[config.mk]
export PLATFORM = sky130hd
export DESIGN_NAME = i2c_reg_reader
export DESIGN_NICKNAME = d
export VERILOG_FILES = /design/src/rtl/i2c_reg_reader_pkg.sv /design/src/rtl/i2c_stall_timer.sv /design/src/rtl/i2c_reg_reader.sv
export SDC_FILE = /design/constraint.sdc
export NUM_CORES = 1
export LEC_CHECK = 0
export BUFFER_PORTS_ARGS = -buffer_cell sky130_fd_sc_hd__buf_2
export CAP_MARGIN = 20
export CORE_UTILIZATION = 57
export DETAILED_ROUTE_END_ITERATION = 10
export MAX_ROUTING_LAYER = met4
export PLACE_DENSITY = 0.86
export SYNTH_ARGS = -nofsm -noshare
export SYNTH_HDL_FRONTEND = slang
export SYNTH_HIERARCHICAL = 1
export SYNTH_SLANG_ARGS = --single-unit
[constraint.sdc]
create_clock -name i_clk -period 5.9 [get_ports i_clk]
set_input_delay 0.59 -clock i_clk [delete_from_list [all_inputs] [get_ports i_clk]]
set_output_delay 0.59 -clock i_clk [all_outputs]
set_load 0.02 [all_outputs]
[src/rtl/i2c_reg_reader_pkg.sv]
// Shared definitions for the I2C register reader: FSM state encoding,
// error-code values reported on o_err_code, and the I2C R/W address bit.
package i2c_reg_reader_pkg;

  typedef enum logic [3:0] {
    IDLE     = 4'd0,
    W_START  = 4'd1,
    W_ADDR   = 4'd2,
    W_REG    = 4'd3,
    W_WAIT   = 4'd4,
    R_START  = 4'd5,
    R_ADDR   = 4'd6,
    R_NBYTES = 4'd7,
    R_DATA   = 4'd8,
    DONE     = 4'd9,
    ERR      = 4'd10
  } state_e;

  localparam logic [1:0] ERR_NONE    = 2'b00;
  localparam logic [1:0] ERR_NAK     = 2'b01;
  localparam logic [1:0] ERR_TIMEOUT = 2'b10;

  localparam logic RW_WRITE = 1'b0;
  localparam logic RW_READ  = 1'b1;

endpackage

[src/rtl/i2c_stall_timer.sv]
// Stall watchdog for the register reader.
// Ports: i_clk/i_rst clock and async reset; i_clear zeroes the count;
// i_enable counts one stalled cycle; o_expired flags the stalled cycle
// that reaches TIMEOUT_CYCLES.
module i2c_stall_timer #(
  parameter int unsigned TIMEOUT_CYCLES = 65535
) (
  input  logic i_clk,
  input  logic i_rst,
  input  logic i_clear,
  input  logic i_enable,
  output logic o_expired
);

  localparam int unsigned CNT_W = (TIMEOUT_CYCLES > 1) ? $clog2(TIMEOUT_CYCLES) : 1;

  logic [CNT_W-1:0] cnt_q, cnt_d;

  // Expiry is the TIMEOUT_CYCLES-th consecutive stalled cycle.
  assign o_expired = i_enable && (cnt_q == CNT_W'(TIMEOUT_CYCLES - 1));

  // Clear wins; hold at the limit so the count never wraps.
  always_comb begin
    cnt_d = cnt_q;
    if (i_clear) begin
      cnt_d = '0;
    end else if (i_enable && !o_expired) begin
      cnt_d = cnt_q + CNT_W'(1);
    end
  end

  always_ff @(posedge i_clk or posedge i_rst) begin
    if (i_rst) begin
      cnt_q <= '0;
    end else begin
      cnt_q <= cnt_d;
    end
  end

endmodule

[src/rtl/i2c_reg_reader.sv]
// I2C register reader: writes a register pointer to a device, then (if
// nbytes != 0) issues a repeated-start read and streams the bytes out.
// Ports: i_clk/i_rst; command handshake (i_cmd_*, o_cmd_ready); master
// control (o_start, address, nbytes, write-data streams, read-data stream,
// i_nak); response stream (o_rsp_*); status (o_done, o_err, o_err_code).
module i2c_reg_reader
  import i2c_reg_reader_pkg::*;
#(
  parameter int unsigned DATA_DEPTH     = 8,
  parameter int unsigned TIMEOUT_CYCLES = 65535
) (
  input  logic                  i_clk,
  input  logic                  i_rst,
  input  logic                  i_cmd_valid,
  output logic                  o_cmd_ready,
  input  logic [6:0]            i_cmd_dev_addr,
  input  logic [DATA_DEPTH-1:0] i_cmd_reg_addr,
  input  logic [DATA_DEPTH-1:0] i_cmd_nbytes,
  output logic                  o_start,
  output logic [DATA_DEPTH-1:0] o_addr_bits,
  output logic                  o_addr_valid,
  input  logic                  i_addr_ready,
  output logic [DATA_DEPTH-1:0] o_nbytes_bits,
  output logic                  o_nbytes_valid,
  input  logic                  i_nbytes_ready,
  output logic [DATA_DEPTH-1:0] o_data_write_bits,
  output logic                  o_data_write_valid,
  input  logic                  i_data_write_ready,
  input  logic [DATA_DEPTH-1:0] i_data_read_bits,
  input  logic                  i_data_read_valid,
  output logic                  o_data_read_ready,
  input  logic                  i_nak,
  output logic [DATA_DEPTH-1:0] o_rsp_bits,
  output logic                  o_rsp_valid,
  input  logic                  i_rsp_ready,
  output logic                  o_rsp_last,
  output logic                  o_done,
  output logic                  o_err,
  output logic [1:0]            o_err_code
);

  state_e                state_q, state_d;
  logic [6:0]            dev_q, dev_d;
  logic [DATA_DEPTH-1:0] reg_q, reg_d;
  logic [DATA_DEPTH-1:0] nbytes_q, nbytes_d;
  logic [DATA_DEPTH-1:0] remain_q, remain_d;
  logic [1:0]            err_code_q, err_code_d;

  logic cmd_xfer, addr_xfer, nb_xfer, wr_xfer, rd_xfer, rsp_xfer, any_xfer;
  logic active, stall_expired, stall_clear, nak_abort, tmo_abort;

  assign cmd_xfer  = i_cmd_valid && o_cmd_ready;
  assign addr_xfer = o_addr_valid && i_addr_ready;
  assign nb_xfer   = o_nbytes_valid && i_nbytes_ready;
  assign wr_xfer   = o_data_write_valid && i_data_write_ready;
  assign rd_xfer   = i_data_read_valid && o_data_read_ready;
  assign rsp_xfer  = o_rsp_valid && i_rsp_ready;
  assign any_xfer  = cmd_xfer || addr_xfer || nb_xfer || wr_xfer || rd_xfer || rsp_xfer;

  // States in which NAK or a stall may abort the transaction.
  assign active = (state_q != IDLE) && (state_q != DONE) && (state_q != ERR);

  assign stall_clear = any_xfer || (state_d != state_q);

  i2c_stall_timer #(
    .TIMEOUT_CYCLES (TIMEOUT_CYCLES)
  ) u_stall_timer (
    .i_clk     (i_clk),
    .i_rst     (i_rst),
    .i_clear   (stall_clear),
    .i_enable  (state_q != IDLE),
    .o_expired (stall_expired)
  );

  // State register.
  always_ff @(posedge i_clk or posedge i_rst) begin
    if (i_rst) begin
      state_q <= IDLE;
    end else begin
      state_q <= state_d;
    end
  end

  // Next-state logic; aborts override normal progress, NAK before timeout.
  always_comb begin
    state_d   = state_q;
    nak_abort = 1'b0;
    tmo_abort = 1'b0;
    unique case (state_q)
      IDLE:     if (cmd_xfer)  state_d = W_START;
      W_START:                 state_d = W_ADDR;
      W_ADDR:   if (addr_xfer) state_d = W_REG;
      W_REG:    if (wr_xfer)   state_d = W_WAIT;
      W_WAIT:   if (i_addr_ready) state_d = (nbytes_q != '0) ? R_START : DONE;
      R_START:                 state_d = R_ADDR;
      R_ADDR:   if (addr_xfer) state_d = R_NBYTES;
      R_NBYTES: if (nb_xfer)   state_d = R_DATA;
      R_DATA:   if (rsp_xfer && (remain_q == DATA_DEPTH'(1))) state_d = DONE;
      DONE:                    state_d = IDLE;
      ERR:                     state_d = IDLE;
      default:                 state_d = IDLE;
    endcase
    if (active) begin
      if (i_nak) begin
        nak_abort = 1'b1;
        state_d   = ERR;
      end else if (stall_expired && (state_d == state_q) && !rsp_xfer) begin
        tmo_abort = 1'b1;
        state_d   = ERR;
      end
    end
  end

  // Command latches, remaining-byte counter and error code.
  always_comb begin
    dev_d      = dev_q;
    reg_d      = reg_q;
    nbytes_d   = nbytes_q;
    remain_d   = remain_q;
    err_code_d = err_code_q;
    if (cmd_xfer) begin
      dev_d      = i_cmd_dev_addr;
      reg_d      = i_cmd_reg_addr;
      nbytes_d   = i_cmd_nbytes;
      err_code_d = ERR_NONE;
    end
    if (nb_xfer) begin
      remain_d = nbytes_q;
    end else if (rsp_xfer) begin
      remain_d = remain_q - DATA_DEPTH'(1);
    end
    if (nak_abort) begin
      err_code_d = ERR_NAK;
    end else if (tmo_abort) begin
      err_code_d = ERR_TIMEOUT;
    end
  end

  always_ff @(posedge i_clk or posedge i_rst) begin
    if (i_rst) begin
      dev_q      <= '0;
      reg_q      <= '0;
      nbytes_q   <= '0;
      remain_q   <= '0;
      err_code_q <= ERR_NONE;
    end else begin
      dev_q      <= dev_d;
      reg_q      <= reg_d;
      nbytes_q   <= nbytes_d;
      remain_q   <= remain_d;
      err_code_q <= err_code_d;
    end
  end

  assign o_err_code = err_code_q;

  // Output decode; R_DATA is a combinational pass-through to the response port.
  always_comb begin
    o_cmd_ready        = 1'b0;
    o_start            = 1'b0;
    o_addr_bits        = '0;
    o_addr_valid       = 1'b0;
    o_nbytes_bits      = '0;
    o_nbytes_valid     = 1'b0;
    o_data_write_bits  = '0;
    o_data_write_valid = 1'b0;
    o_data_read_ready  = 1'b0;
    o_rsp_bits         = '0;
    o_rsp_valid        = 1'b0;
    o_rsp_last         = 1'b0;
    o_done             = 1'b0;
    o_err              = 1'b0;
    unique case (state_q)
      IDLE:    o_cmd_ready = 1'b1;
      W_START, R_START: o_start = 1'b1;
      W_ADDR: begin
        o_addr_valid = 1'b1;
        o_addr_bits  = DATA_DEPTH'({dev_q, RW_WRITE});
      end
      W_REG: begin
        o_data_write_valid = 1'b1;
        o_data_write_bits  = reg_q;
      end
      R_ADDR: begin
        o_addr_valid = 1'b1;
        o_addr_bits  = DATA_DEPTH'({dev_q, RW_READ});
      end
      R_NBYTES: begin
        o_nbytes_valid = 1'b1;
        o_nbytes_bits  = nbytes_q;
      end
      R_DATA: begin
        o_rsp_bits        = i_data_read_bits;
        o_rsp_valid       = i_data_read_valid && !i_nak;
        o_data_read_ready = i_rsp_ready;
        o_rsp_last        = (remain_q == DATA_DEPTH'(1));
      end
      DONE:    o_done = 1'b1;
      ERR:     o_err  = 1'b1;
      default: ;
    endcase
  end

endmodule

==> metrics.txt <==
# TYPE chip_impl_metric gauge
chip_impl_info{name="outcome",value="finished, final reports clean"} 1
chip_impl_metric{name="post_syn_instances",unit=""} 337
chip_impl_metric{name="placedInstanceArea",unit="sq um"} 3665
chip_impl_metric{name="cts_made_buffers",unit=""} 5
chip_impl_metric{name="final_layout_setup_total_negative_slack",unit="ns"} 0
chip_impl_info{name="critical_path_class",value="reg -> reg"} 1
chip_impl_metric{name="finalWorstPathRequiredPeriod",unit="ns"} 3.375
chip_impl_metric{name="hpwlAfterDp",unit="mm"} 5.453
chip_impl_metric{name="timing.reg2reg.worst_path_depth",unit=""} 8
chip_impl_info{name="clockRootBuffer",value="clkbuf_8"} 1
chip_impl_metric{name="rows",unit=""} 26
chip_impl_metric{name="die_width",unit="microns"} 77.11
chip_impl_metric{name="syn_avg_cell_area",unit="sq um"} 9.542
chip_impl_metric{name="portion_of_synthesized_cell_area_occupied_by_the_leading_cell_type",unit="%"} 41.25
chip_impl_info{name="critical-path-top-delay-family",value="simple AND/OR/NAND/NOR gates"} 1
chip_impl_metric{name="fillerInstances",unit=""} 409
chip_impl_metric{name="critPathRequiredTime",unit="ns"} 6.14
chip_impl_metric{name="crit_buf_inv",unit=""} 1
chip_impl_metric{name="routed_wire_length_per_instance",unit="microns"} 15.92
chip_impl_metric{name="worst_pin_slew",unit="ns"} 0.9169
chip_impl_metric{name="coreArea",unit="sq um"} 5270
chip_impl_metric{name="cts.sinks",unit=""} 53
chip_impl_info{name="setup_repair_after_global_routing_missed_its_margin",value="false"} 1
chip_impl_info{name="grt_busiest_layer",value="met2"} 1
chip_impl_metric{name="yosys_warnings",unit=""} 6
chip_impl_metric{name="initial_core_util",unit="%"} 61.02
chip_impl_metric{name="num_io_pins",unit=""} 84
chip_impl_metric{name="via_count_of_the_first_global_routing_pass",unit=""} 2711
chip_impl_metric{name="postLayoutCellArea",unit="sq um"} 3816
chip_impl_metric{name="arrival",unit="ns"} 3.62
chip_impl_metric{name="grt_use_met1",unit="%"} 37.39
chip_impl_metric{name="grtUsageMet3",unit="%"} 3.810
chip_impl_metric{name="layout_cells_sized_above_1",unit="%"} 32.69
chip_impl_info{name="crit_path_start",value="state_q[3]"} 1
chip_impl_info{name="critical_path.slowest_cell",value="dfrtp_1"} 1
chip_impl_metric{name="first_pass_grt_wire_length",unit="mm"} 12.77
chip_impl_metric{name="cts_hold_buf",unit=""} 0
chip_impl_info{name="worstPathCellList",value="or4b_4 > or3_1 > and4_4 > o32ai_1 > o2111ai_1 > buf_4 > or4_1 > o21ai_1"} 1
chip_impl_metric{name="fp.dieArea",unit="sq um"} 5946
chip_impl_info{name="critical_path.endpoint_type",value="register"} 1
chip_impl_info{name="crit-reg2reg-launch",value="state_q[3]"} 1
chip_impl_metric{name="fmax",unit="MHz"} 296.3
chip_impl_metric{name="dr.pass1.iters",unit=""} 6
chip_impl_metric{name="clock_tree.buffer_depth",unit=""} 2
chip_impl_metric{name="ffs_latches_synth",unit=""} 53
chip_impl_metric{name="fin_skew",unit="ns"} 0.01108
chip_impl_metric{name="max_stage_delay",unit="ns"} 0.82
chip_impl_info{name="r2r-end",value="u_stall_timer/cnt_q[15]"} 1
chip_impl_metric{name="vias_per_cell",unit=""} 6.045
chip_impl_metric{name="antenna_violations_before_repair",unit=""} 0
chip_impl_info{name="top_post_synthesis_cells_by_area",value="dfrtp_1 (41%), mux2_2 (8.4%), and2_1 (7.2%), a21oi_1 (2.8%), nand2_1 (2.8%)"} 1
chip_impl_metric{name="area_growth_from_synthesis_to_layout",unit="%"} 18.68
chip_impl_info{name="synth_flop_cell",value="dfrtp_1"} 1
chip_impl_metric{name="reg2reg_slack",unit="ns"} 2.52
chip_impl_metric{name="yosysSeqAreaShare",unit="%"} 41.25
chip_impl_metric{name="antenna-diode-count",unit=""} 0
chip_impl_info{name="holdCritPathClass",value="in -> async"} 1
chip_impl_metric{name="cts.repair_timing.setup_buffer_count",unit=""} 0
chip_impl_metric{name="postSynth.asyncResetShare",unit="%"} 100.0
chip_impl_metric{name="h_tree_lvls",unit=""} 2
chip_impl_metric{name="max_cap_viol_count",unit=""} 0
chip_impl_metric{name="finalSetupViolations",unit=""} 0
chip_impl_info{name="synth.most_common_cell",value="dfrtp_1"} 1
chip_impl_info{name="critical_path.startpoint_type",value="register"} 1
chip_impl_metric{name="cellLeakagePower",unit="nW"} 1.750
chip_impl_metric{name="finalNetCount",unit=""} 459
chip_impl_metric{name="clk_pin_slew_worst_paths",unit="ns"} 0.11
chip_impl_metric{name="min_period_over_period",unit="%"} 57.21
chip_impl_metric{name="mappedNetlistArea",unit="sq um"} 3216
chip_impl_metric{name="groute.usage.overall",unit="%"} 27.55
chip_impl_metric{name="io_buffers",unit=""} 83
chip_impl_metric{name="finalHoldViolCount",unit=""} 0
chip_impl_metric{name="critical_path.max_fanout",unit=""} 26
chip_impl_metric{name="yosysUniqueCellTypes",unit=""} 62
chip_impl_metric{name="detailedRoute.firstIterationViolations",unit=""} 310
chip_impl_metric{name="clkLatencyLatePin",unit="ns"} 0.31
chip_impl_metric{name="postRouteAntennaNets",unit=""} 0
chip_impl_info{name="synthDominantAreaCellType",value="dfrtp_1"} 1
chip_impl_metric{name="synthesis.nets",unit=""} 381
chip_impl_metric{name="power_per_cell_area",unit="nW/um^2"} 408.8
chip_impl_metric{name="ir_worst_vdd",unit="mV"} 0.3561
chip_impl_metric{name="finalWeightedCongestion",unit=""} 0.8970
chip_impl_info{name="synth_commonest_cells",value="dfrtp_1 (53), and2_1 (37), mux2_2 (24), nand2_1 (24), nor2_1 (19)"} 1
chip_impl_metric{name="use_met2",unit="%"} 41.79
chip_impl_metric{name="max-slew-margin-rel",unit="%"} 38.40
chip_impl_metric{name="via_count",unit=""} 2938
chip_impl_metric{name="drc_errors",unit=""} 0
chip_impl_metric{name="timing_max_transition_violations_final",unit=""} 0
chip_impl_metric{name="detail_route.wirelength",unit="mm"} 7.735
chip_impl_metric{name="synth_enable_flop_cells",unit=""} 0
chip_impl_metric{name="grt_overflow_total",unit=""} 0
chip_impl_metric{name="die_y",unit="microns"} 77.11
chip_impl_metric{name="grt_start_max_net_pins",unit=""} 38
chip_impl_info{name="tritoncts_clock_tree",value="built"} 1
chip_impl_metric{name="ctsResizeCount",unit=""} 0
-- sequential cells by signal, summed over array words and instances (netlist names) --
| register | count |
|---|---|
| nbytes_q | 8 |
| u_stall_timer/cnt_q | 16 |
| o_err_code | 2 |
| remain_q | 8 |
| reg_q | 8 |
| state_q | 4 |
| dev_q | 7 |
-- per-layer routing --
layer  vias up  wire, microns
met5         -              0
met3        19            480
met2       135           3633
met1      1386           3453
met4         0            167
li1       1398              -
-- cells by family (layout without fill, tap and decap cells) --
family / Yosys count / count (layout) / share of synthesized area [%]
xor gates and xnor gates: 3 / 3 / 0.8173
adders and majority gates: 4 / 4 / 1.556
and+or+nand+nor: 154 / 154 / 29.22
DFF: 53 / 53 / 41.25
buffers and inverters: 27 / 106 / 3.541
muxes: 25 / 25 / 8.716
AOI/OAI and AO/OA: 71 / 71 / 14.90
-- cell usage in the layout (no fill, tap or decap), types with 3 or more instances in the layout --
cell type,n
or4_1,7
dfrtp_1,53
nand4_1,5
nor2_1,19
nand2b_1,4
nand3_1,9
o21ai_1,3
a31oi_1,3
clkbuf_8,5
inv_1,10
a21oi_1,18
ha_1,4
buf_2,83
nand2_1,24
o211ai_1,4
and3_1,3
nor4_1,3
mux2_2,24
and2_1,37
o31ai_1,8
nor3_1,11
or3_1,4
nor2b_1,4
buf_4,3
o21ai_0,15
-- where the power goes --
group          internal, mW  switching, mW  total, mW
Combinational         0.298          0.376      0.674
Sequential            0.483          0.142      0.625
Clock                 0.130          0.130      0.260
-- worst max-delay path by stage --
stage                     cells after the start  slack (ns)                      end
after floorplan                              10        2.54  u_stall_timer/cnt_q[15]
after global placement                       12        2.52  u_stall_timer/cnt_q[15]
after detailed placement                     12        2.34  u_stall_timer/cnt_q[15]
after CTS                                    12        2.30  u_stall_timer/cnt_q[15]
after global routing                          8        2.39  u_stall_timer/cnt_q[15]
final                                         8        2.52  u_stall_timer/cnt_q[15]
-- metrics by stage --
| stage | setup slack, ns | utilization, % | total power, mW | cells | hold WS (ns) |
|---|---|---|---|---|---|
| floorplan | 2.538 | - | 1.095 | 337 | 0.4706 |
| global placement | 2.520 | 69.54 | 1.260 | 476 | 0.4780 |
| detailed placement | 2.344 | 69.54 | 1.282 | 476 | 0.4863 |
| CTS | 2.301 | 71.79 | 1.546 | 484 | 0.3651 |
| global route | 2.391 | 72.41 | 1.652 | 486 | 0.3864 |
| finish | 2.525 | 72.41 | 1.560 | 486 | 0.3460 |
-- area by class of cell --
| type | instances | area, sq um | share of cell area, % |
|---|---|---|---|
| sequential | 53 | 1326 | 34.75 |
| tap | 70 | 87.58 | 2.295 |
| multi-input combinational | 257 | 1775 | 46.52 |
| clock inverter | 3 | 50.05 | 1.311 |
| inverter | 10 | 37.54 | 0.9836 |
| clock buffer | 5 | 68.82 | 1.803 |
| timing repair buffer | 88 | 470.5 | 12.33 |
Note: power is estimated with default switching activity, not from simulation.
